<file path="config.mk">
export PLATFORM = sky130hd
export DESIGN_NAME = ramb4_fifo_ctrl
export DESIGN_NICKNAME = d
export VERILOG_FILES = /design/src/rtl/ramb4_fifo_pkg.sv /design/src/rtl/ramb4_fifo_ptr.sv /design/src/rtl/ramb4_fifo_ctrl.sv
export SDC_FILE = /design/constraint.sdc
export NUM_CORES = 1
export LEC_CHECK = 0
export CAP_MARGIN = 10
export CORE_UTILIZATION = 40
export CTS_CLUSTER_DIAMETER = 40
export CTS_CLUSTER_SIZE = 25
export DETAILED_ROUTE_END_ITERATION = 10
export PLACE_DENSITY = 0.85
export SLEW_MARGIN = 0
export SYNTH_ARGS = -nofsm -noshare
export SYNTH_HDL_FRONTEND = slang
export SYNTH_SLANG_ARGS = --single-unit
</file>
<file path="constraint.sdc">
create_clock -name CLK -period 5.21 [get_ports CLK]
set_input_delay 0.7815 -clock CLK [delete_from_list [all_inputs] [get_ports CLK]]
set_output_delay 0.7815 -clock CLK [all_outputs]
set_load 0.01 [all_outputs]
</file>
<file path="src/rtl/ramb4_fifo_pkg.sv">
// Shared geometry and occupancy-state definitions for the RAMB4-backed FIFO controller.
package ramb4_fifo_pkg;
  localparam int unsigned DEPTH = 256;
  localparam int unsigned AW    = 8;
  localparam int unsigned DW    = 16;
  localparam int unsigned CW    = 9;

  typedef enum logic [1:0] {
    S_EMPTY = 2'd0,
    S_PART  = 2'd1,
    S_FULL  = 2'd2
  } occ_state_e;
endpackage

</file>
<file path="src/rtl/ramb4_fifo_ptr.sv">
// Pointer, occupancy count and occupancy FSM for the FIFO controller.
module ramb4_fifo_ptr
  import ramb4_fifo_pkg::*;
#(
  parameter int unsigned AF_THRESH = 240,
  parameter int unsigned AE_THRESH = 16
) (
  input  logic          clk_i,
  input  logic          rst_i,
  input  logic          wr_req_i,
  input  logic          rd_req_i,
  output logic          wr_acc_o,
  output logic          rd_acc_o,
  output logic [AW-1:0] wr_ptr_o,
  output logic [AW-1:0] rd_ptr_o,
  output logic [CW-1:0] count_o,
  output logic          full_o,
  output logic          empty_o,
  output logic          afull_o,
  output logic          aempty_o
);
  occ_state_e    state_q, state_d;
  logic [AW-1:0] wr_ptr_q, wr_ptr_d, rd_ptr_q, rd_ptr_d;
  logic [CW-1:0] count_q, count_d;
  logic          afull_q, aempty_q;

  assign full_o   = (state_q == S_FULL);
  assign empty_o  = (state_q == S_EMPTY);
  // Acceptance uses only registered flags, so a same-cycle pop never frees a slot for a push.
  assign wr_acc_o = wr_req_i & ~full_o & ~rst_i;
  assign rd_acc_o = rd_req_i & ~empty_o & ~rst_i;
  assign wr_ptr_o = wr_ptr_q;
  assign rd_ptr_o = rd_ptr_q;
  assign count_o  = count_q;
  assign afull_o  = afull_q;
  assign aempty_o = aempty_q;

  always_comb begin
    wr_ptr_d = wr_ptr_q;
    rd_ptr_d = rd_ptr_q;
    count_d  = count_q;
    state_d  = state_q;
    if (wr_acc_o) wr_ptr_d = wr_ptr_q + 1'b1;
    if (rd_acc_o) rd_ptr_d = rd_ptr_q + 1'b1;
    if (wr_acc_o && !rd_acc_o) count_d = count_q + 1'b1;
    else if (rd_acc_o && !wr_acc_o) count_d = count_q - 1'b1;
    unique case (state_q)
      S_EMPTY: if (wr_acc_o) state_d = S_PART;
      S_PART: begin
        if (rd_acc_o && !wr_acc_o && count_q == CW'(1))
          state_d = S_EMPTY;
        else if (wr_acc_o && !rd_acc_o && count_q == CW'(DEPTH - 1))
          state_d = S_FULL;
      end
      S_FULL:  if (rd_acc_o) state_d = S_PART;
      default: state_d = S_EMPTY;
    endcase
  end

  always_ff @(posedge clk_i) begin
    if (rst_i) begin
      state_q  <= S_EMPTY;
      wr_ptr_q <= '0;
      rd_ptr_q <= '0;
      count_q  <= '0;
      afull_q  <= 1'b0;
      aempty_q <= 1'b1;
    end else begin
      state_q  <= state_d;
      wr_ptr_q <= wr_ptr_d;
      rd_ptr_q <= rd_ptr_d;
      count_q  <= count_d;
      afull_q  <= (count_d >= CW'(AF_THRESH));
      aempty_q <= (count_d <= CW'(AE_THRESH));
    end
  end
endmodule

</file>
<file path="src/rtl/ramb4_fifo_ctrl.sv">
// FIFO controller driving an external dual-port RAMB4 (port A write, port B read).
module ramb4_fifo_ctrl
  import ramb4_fifo_pkg::*;
#(
  parameter int unsigned AF_THRESH = 240,
  parameter int unsigned AE_THRESH = 16
) (
  input  logic          CLK,
  input  logic          RST,
  input  logic          WR_EN,
  input  logic [DW-1:0] DIN,
  input  logic          RD_EN,
  output logic [DW-1:0] DOUT,
  output logic          RD_VALID,
  output logic          FULL,
  output logic          EMPTY,
  output logic          AFULL,
  output logic          AEMPTY,
  output logic [CW-1:0] COUNT,
  output logic          OVERFLOW,
  output logic          UNDERFLOW,
  output logic          ENA,
  output logic          WEA,
  output logic [AW-1:0] ADDRA,
  output logic [DW-1:0] DIA,
  output logic          ENB,
  output logic          RSTB,
  output logic [AW-1:0] ADDRB,
  output logic          WEB,
  output logic [DW-1:0] DIB,
  input  logic [DW-1:0] DOB
);
  logic wr_acc, rd_acc;
  logic rd_valid_q, ovf_q, unf_q;

  ramb4_fifo_ptr #(
    .AF_THRESH (AF_THRESH),
    .AE_THRESH (AE_THRESH)
  ) u_ptr (
    .clk_i    (CLK),
    .rst_i    (RST),
    .wr_req_i (WR_EN),
    .rd_req_i (RD_EN),
    .wr_acc_o (wr_acc),
    .rd_acc_o (rd_acc),
    .wr_ptr_o (ADDRA),
    .rd_ptr_o (ADDRB),
    .count_o  (COUNT),
    .full_o   (FULL),
    .empty_o  (EMPTY),
    .afull_o  (AFULL),
    .aempty_o (AEMPTY)
  );

  assign ENA  = wr_acc;
  assign WEA  = wr_acc;
  assign DIA  = DIN;
  assign ENB  = rd_acc;
  assign RSTB = RST;
  assign WEB  = 1'b0;
  assign DIB  = '0;
  assign DOUT = DOB;
  // A read issued just before reset must not surface while reset is being applied.
  assign RD_VALID  = rd_valid_q & ~RST;
  assign OVERFLOW  = ovf_q;
  assign UNDERFLOW = unf_q;

  always_ff @(posedge CLK) begin
    if (RST) begin
      rd_valid_q <= 1'b0;
      ovf_q      <= 1'b0;
      unf_q      <= 1'b0;
    end else begin
      rd_valid_q <= rd_acc;
      ovf_q      <= WR_EN & FULL;
      unf_q      <= RD_EN & EMPTY;
    end
  end

  a_no_addr_collision: assert property (@(posedge CLK) disable iff (RST)
    !(ENA && ENB && (ADDRA == ADDRB)));
endmodule

</file>
# ---- After elaboration in Yosys (flattened, before gate mapping)
# Cells that the tools add are included.
dict set report word_totals {
  ff_bits 32
  latchBits 0
  ramBits 0
  rom_bits 0
  output_inout_bits 85
  memories 0
}
dict set report classes {
  addsub 4
  multipliers 0
  n_div 0
  n_lt_le_gt_ge 2
  eq_ne 7
  shift 0
  mux 7
  bitwise_logic 10
  n_reduce_logical 8
}
# operator count
set op_table {}
lappend op_table {{$mux 9} 2}
lappend op_table {{$add 8x1->8 const B} 2}
lappend op_table {{$add 9x1->9 const B} 1}
lappend op_table {{$eq 9x1->1 const B} 1}
lappend op_table {{$eq 9x8->1 const B} 1}
lappend op_table {{$ge 9x8->1 const B} 1}
lappend op_table {{$le 9x5->1 const B} 1}
lappend op_table {{$sub 9x1->9 const B} 1}
lappend op_table {{$mux 2} 4}
lappend op_table {{$and 1x1->1} 7}
lappend op_table {{$pmux 2 s3} 1}
lappend op_table {{$logic_and 1x1->1} 4}
lappend op_table {{$ne 2x1->1 const B} 2}
lappend op_table {{$ne 3x1->1 const B} 1}
lappend op_table {{$not 1->1} 3}
lappend op_table {{$reduce_and 3->1} 1}
lappend op_table {{$eq 2x1->1 const B} 1}
lappend op_table {{$eq 2x2->1 const B} 1}
lappend op_table {{$logic_not 1->1} 2}
lappend op_table {{$logic_not 2->1} 1}

# ---- Logic depth before layout (Yosys ltp)
dict set report depth {
  word_depth 10
  depth_mapped 8
  ltp_nobuf 8
}

# ---- Modules after synthesis
# A second synthesis with hierarchy kept.
dict set report hier_totals {
  hier_cells 231
  area_unflattened_um2 1956.9
}
# module instances cells_each area_per_inst_um2
set modules_own_cells {}
lappend modules_own_cells {ramb4_fifo_ptr 1 172 1480.2}
lappend modules_own_cells {ramb4_fifo_ctrl 1 59 476.7}

# ---- Worst setup path before layout
# No wires, ideal clock.
dict set report synth_path {
  path_kind {input -> output}
  from {in WR_EN}
  to {out WEA}
  t_arrival_ps 1420
  required_ps 4429
  setup_slack_ps 3009
  path_stages 4
  path_buffers 1
  path_cell_list {nor2b_2 -> nand2_1 -> inv_2 -> buf_4}
}
dict set report synth_between {
  elab_chain_cells 2
}
# item line
set synth_rtl {}
lappend synth_rtl {{start: declaration} ramb4_fifo_ctrl.sv:10} ;# input logic WR_EN,
lappend synth_rtl {{$and 1x1->1 (2 in a row)} ramb4_fifo_ptr.sv:30} ;# assign wr_acc_o = wr_req_i & ~full_o & ~rst_i;
lappend synth_rtl {{end: declaration} ramb4_fifo_ctrl.sv:23} ;# output logic WEA,
# No other way between the ends.

# ---- Worst setup path in the final report
dict set report layout_path {
  from {in RST}
  to {out ENA}
}
dict set report layout_between {
  elab_chain_cells 2
}
# item line
set layout_rtl {}
lappend layout_rtl {{start: declaration} ramb4_fifo_ctrl.sv:9} ;# input logic RST,
lappend layout_rtl {{$not 1->1} ramb4_fifo_ptr.sv:30}
lappend layout_rtl {{$and 1x1->1} ramb4_fifo_ptr.sv:30}
lappend layout_rtl {{end: declaration} ramb4_fifo_ctrl.sv:22} ;# output logic ENA,
# No other way between the ends.

==> out/qor.yml <==
min-delay-path-class: "flop to flop"
avgSynthCellArea_sq_um: 8.40
tns_ns: 0
crit_type: "input port to output pin"
slew_violations: 0
crit_required_ns: 4.43
num_rows: 25
pwr_density_cell_mw_per_mm2: 249
clkLatencyLatePin_ns: 0.29
status: "completed"
synth_edf_count: 0
crit_top_cell: "clkdlybuf4s50_1"
portBuffers: 39
synthArstFlopShare_pct: 0
fmax_ghz: 0.288
path_delay_family: "buffers and inverters"
drt-total-wl_um: 3920
antenna_found_initial: 0
synth.top_cell.area_share_pct: 32.0
die-area_sq_mm: 0.00529
r2r_cells: 6
max_slew_margin_pct: 61.0
cts_resized: 0
cp_num_cells: 6
overflow: 0
tightest_slew_ns: 0.582
via_per_inst: 4.81
cp_slowest_cell: "clkdlybuf4s50_1"
seqCellArea_sq_um: 641
yosys.cell_count.top_type: "buf_4"
core_sq_mm: 0.00475
hpwl_um: 2790
synth.cell_area_sq_mm: 0.00200
path_clk_slew_ns: 0.07
syn-instance-count: 238
place.gp.congestion: 0.833
clockRootBuffer: "clkbuf_8"
cts_setup_buffers: 0
numCtsBuffers: 5
yosys.area.top_type: "dfxtp_1"
cts_tree: "done"
track_usage_pct: 15.6
fill_cells: 490
yosysSeqAreaShare_pct: 32.0
cts_hold_buf: 0
fin_util_pct: 46.6
cp-start-kind: "input port"
min_path_cells: 2
drtPass1Iterations: 4
end_kind: "output pin"
grt_max_degree: 36
grt_pass1_vias: 1446
rsz0062_at_grt: "no"
synthFlopType: "dfxtp_1"
period_minus_slack_ns: 3.47
synth_common_cells: "buf_4 (51), dfxtp_1 (32), nor2_1 (32), xor2_1 (12), nand2_1 (11)"
cp.buffers_inverters: 4
synth_area_leaders: "dfxtp_1 (32%), buf_4 (19%), nor2_1 (6.0%), xor2_1 (5.3%), xnor2_1 (4.4%)"
fp.dieH_um: 72.7
nets: 288
die_w_um: 72.7
cpPeakStageDelay_ns: 0.56
antennaDiodeCount: 0
ys_seq_elements: 32
netlist-cell-type-count: 44
ys_warn_count: 0
htreeDepth: 2
grt_pass1_wl_um: 6360
drt_drc_violations_left: 0
start_util_pct: 42.1
cp_max_fo: 35
first_iter_violations: 63
drive_above_1_share_pct: 8.10
finalSetupViolations: 0
hold_viol: 0
wl_per_cell_um: 12.5
ant_nets: 0
vias: 1511
fin_crit_sh_pct: 66.6
multi_input_area_sq_um: 965
syn_to_final_growth_pct: 10.8
cts.sinks: 32
leakage_uw: 0.000846
cap_violations: 0
path_cells: "clkdlybuf4s50_1 -> buf_4 -> nor2b_2 -> nand2_1 -> inv_2 -> clkdlybuf4s50_1"
vdd_drop_max_v: 0.000105
clockBufferDepth: 2
arrival_ns: 2.69
regToRegSetupSlack_ns: 3.04
skew_ns: 0.00826
io_pins: 121
-- metrics by stage --
step                      total power [uW]  instance area, sq um  cells  hold WS [ns]  setup slack (ns)
after floorplan                        366                  2060    254         0.485              3.01
after global placement                 362                  2130    306         0.505              1.81
after detailed placement               365                  2130    306         0.515              1.76
after CTS                              555                  2220    314         0.522              1.75
after global routing                   578                  2220    314         0.558              1.66
final                                  553                  2220    314         0.520              1.74
-- power breakdown --
group          switching (uW)  internal (uW)
Sequential               11.8            254
Combinational            50.1           45.2
Clock                    98.6           93.0
-- worst min-delay path, delay by kind of cell, from the launching register on --
family	cells	cell delay, ns
flip-flops	1	0.34
AND/OR/NAND/NOR	1	0.07
AO/OA/AOI/OAI	1	0.06
-- area by class of cell --
type | count | share of cell area (%)
inverter | 11 | 1.86
multi-input combinational | 156 | 43.5
sequential | 32 | 28.9
timing repair buffer | 40 | 18.0
clock buffer | 5 | 3.11
clock inverter | 3 | 0.847
tap | 67 | 3.78
-- state kept, by name (all words and copies together), names as in the netlist --
register,flops
u_ptr.rd_ptr_o,8
u_ptr.afull_o,1
u_ptr.count_o,9
UNDERFLOW,1
rd_valid_q,1
OVERFLOW,1
u_ptr.state_q,2
u_ptr.wr_ptr_o,8
u_ptr.aempty_o,1
-- placed cells by master, fill, tap and decap left out, types with 2 or more instances in the layout --
master,count
nor2_1,32
nor3_1,4
o22ai_1,2
conb_1,17
o21ai_0,5
clkdlybuf4s50_1,39
ha_1,6
a211oi_1,3
a31oi_1,2
mux2i_1,2
nand2b_1,5
clkbuf_8,5
nand2_1,11
nand4_1,6
nor2b_1,2
clkinv_2,2
and3_1,2
dfxtp_1,32
xor2_1,12
xnor2_1,10
a21oi_1,3
o32ai_1,3
inv_1,10
nand3_1,10
-- path summary, 6_finish.rpt --
path                                   startpoint           endpoint
worst min register to register  u_ptr.rd_ptr_o[1]  u_ptr.rd_ptr_o[1]
worst max register to register   u_ptr.count_o[2]     u_ptr.aempty_o
worst min-delay path            u_ptr.rd_ptr_o[1]  u_ptr.rd_ptr_o[1]
worst max-delay path                          RST                ENA
-- kinds of logic after synthesis --
logic type	synth area share, %
compound gates	8.20
xor+xnor	9.64
fa+ha+maj	3.75
buf+inv	22.7
flops	32.0
mux	1.00
other cells	0.188
simple gates	22.5
-- routing by layer --
layer | part of all wire [%] | up-vias | GRT usage [%]
li1 | - | 742 | -
met1 | 46 | 700 | 18.1
met2 | 46 | 62 | 25.9
met3 | 7.2 | 7 | 5.80
met4 | 0.97 | 0 | 6.32
met5 | 0 | - | 0
Note: power is estimated with default switching activity, not from simulation.
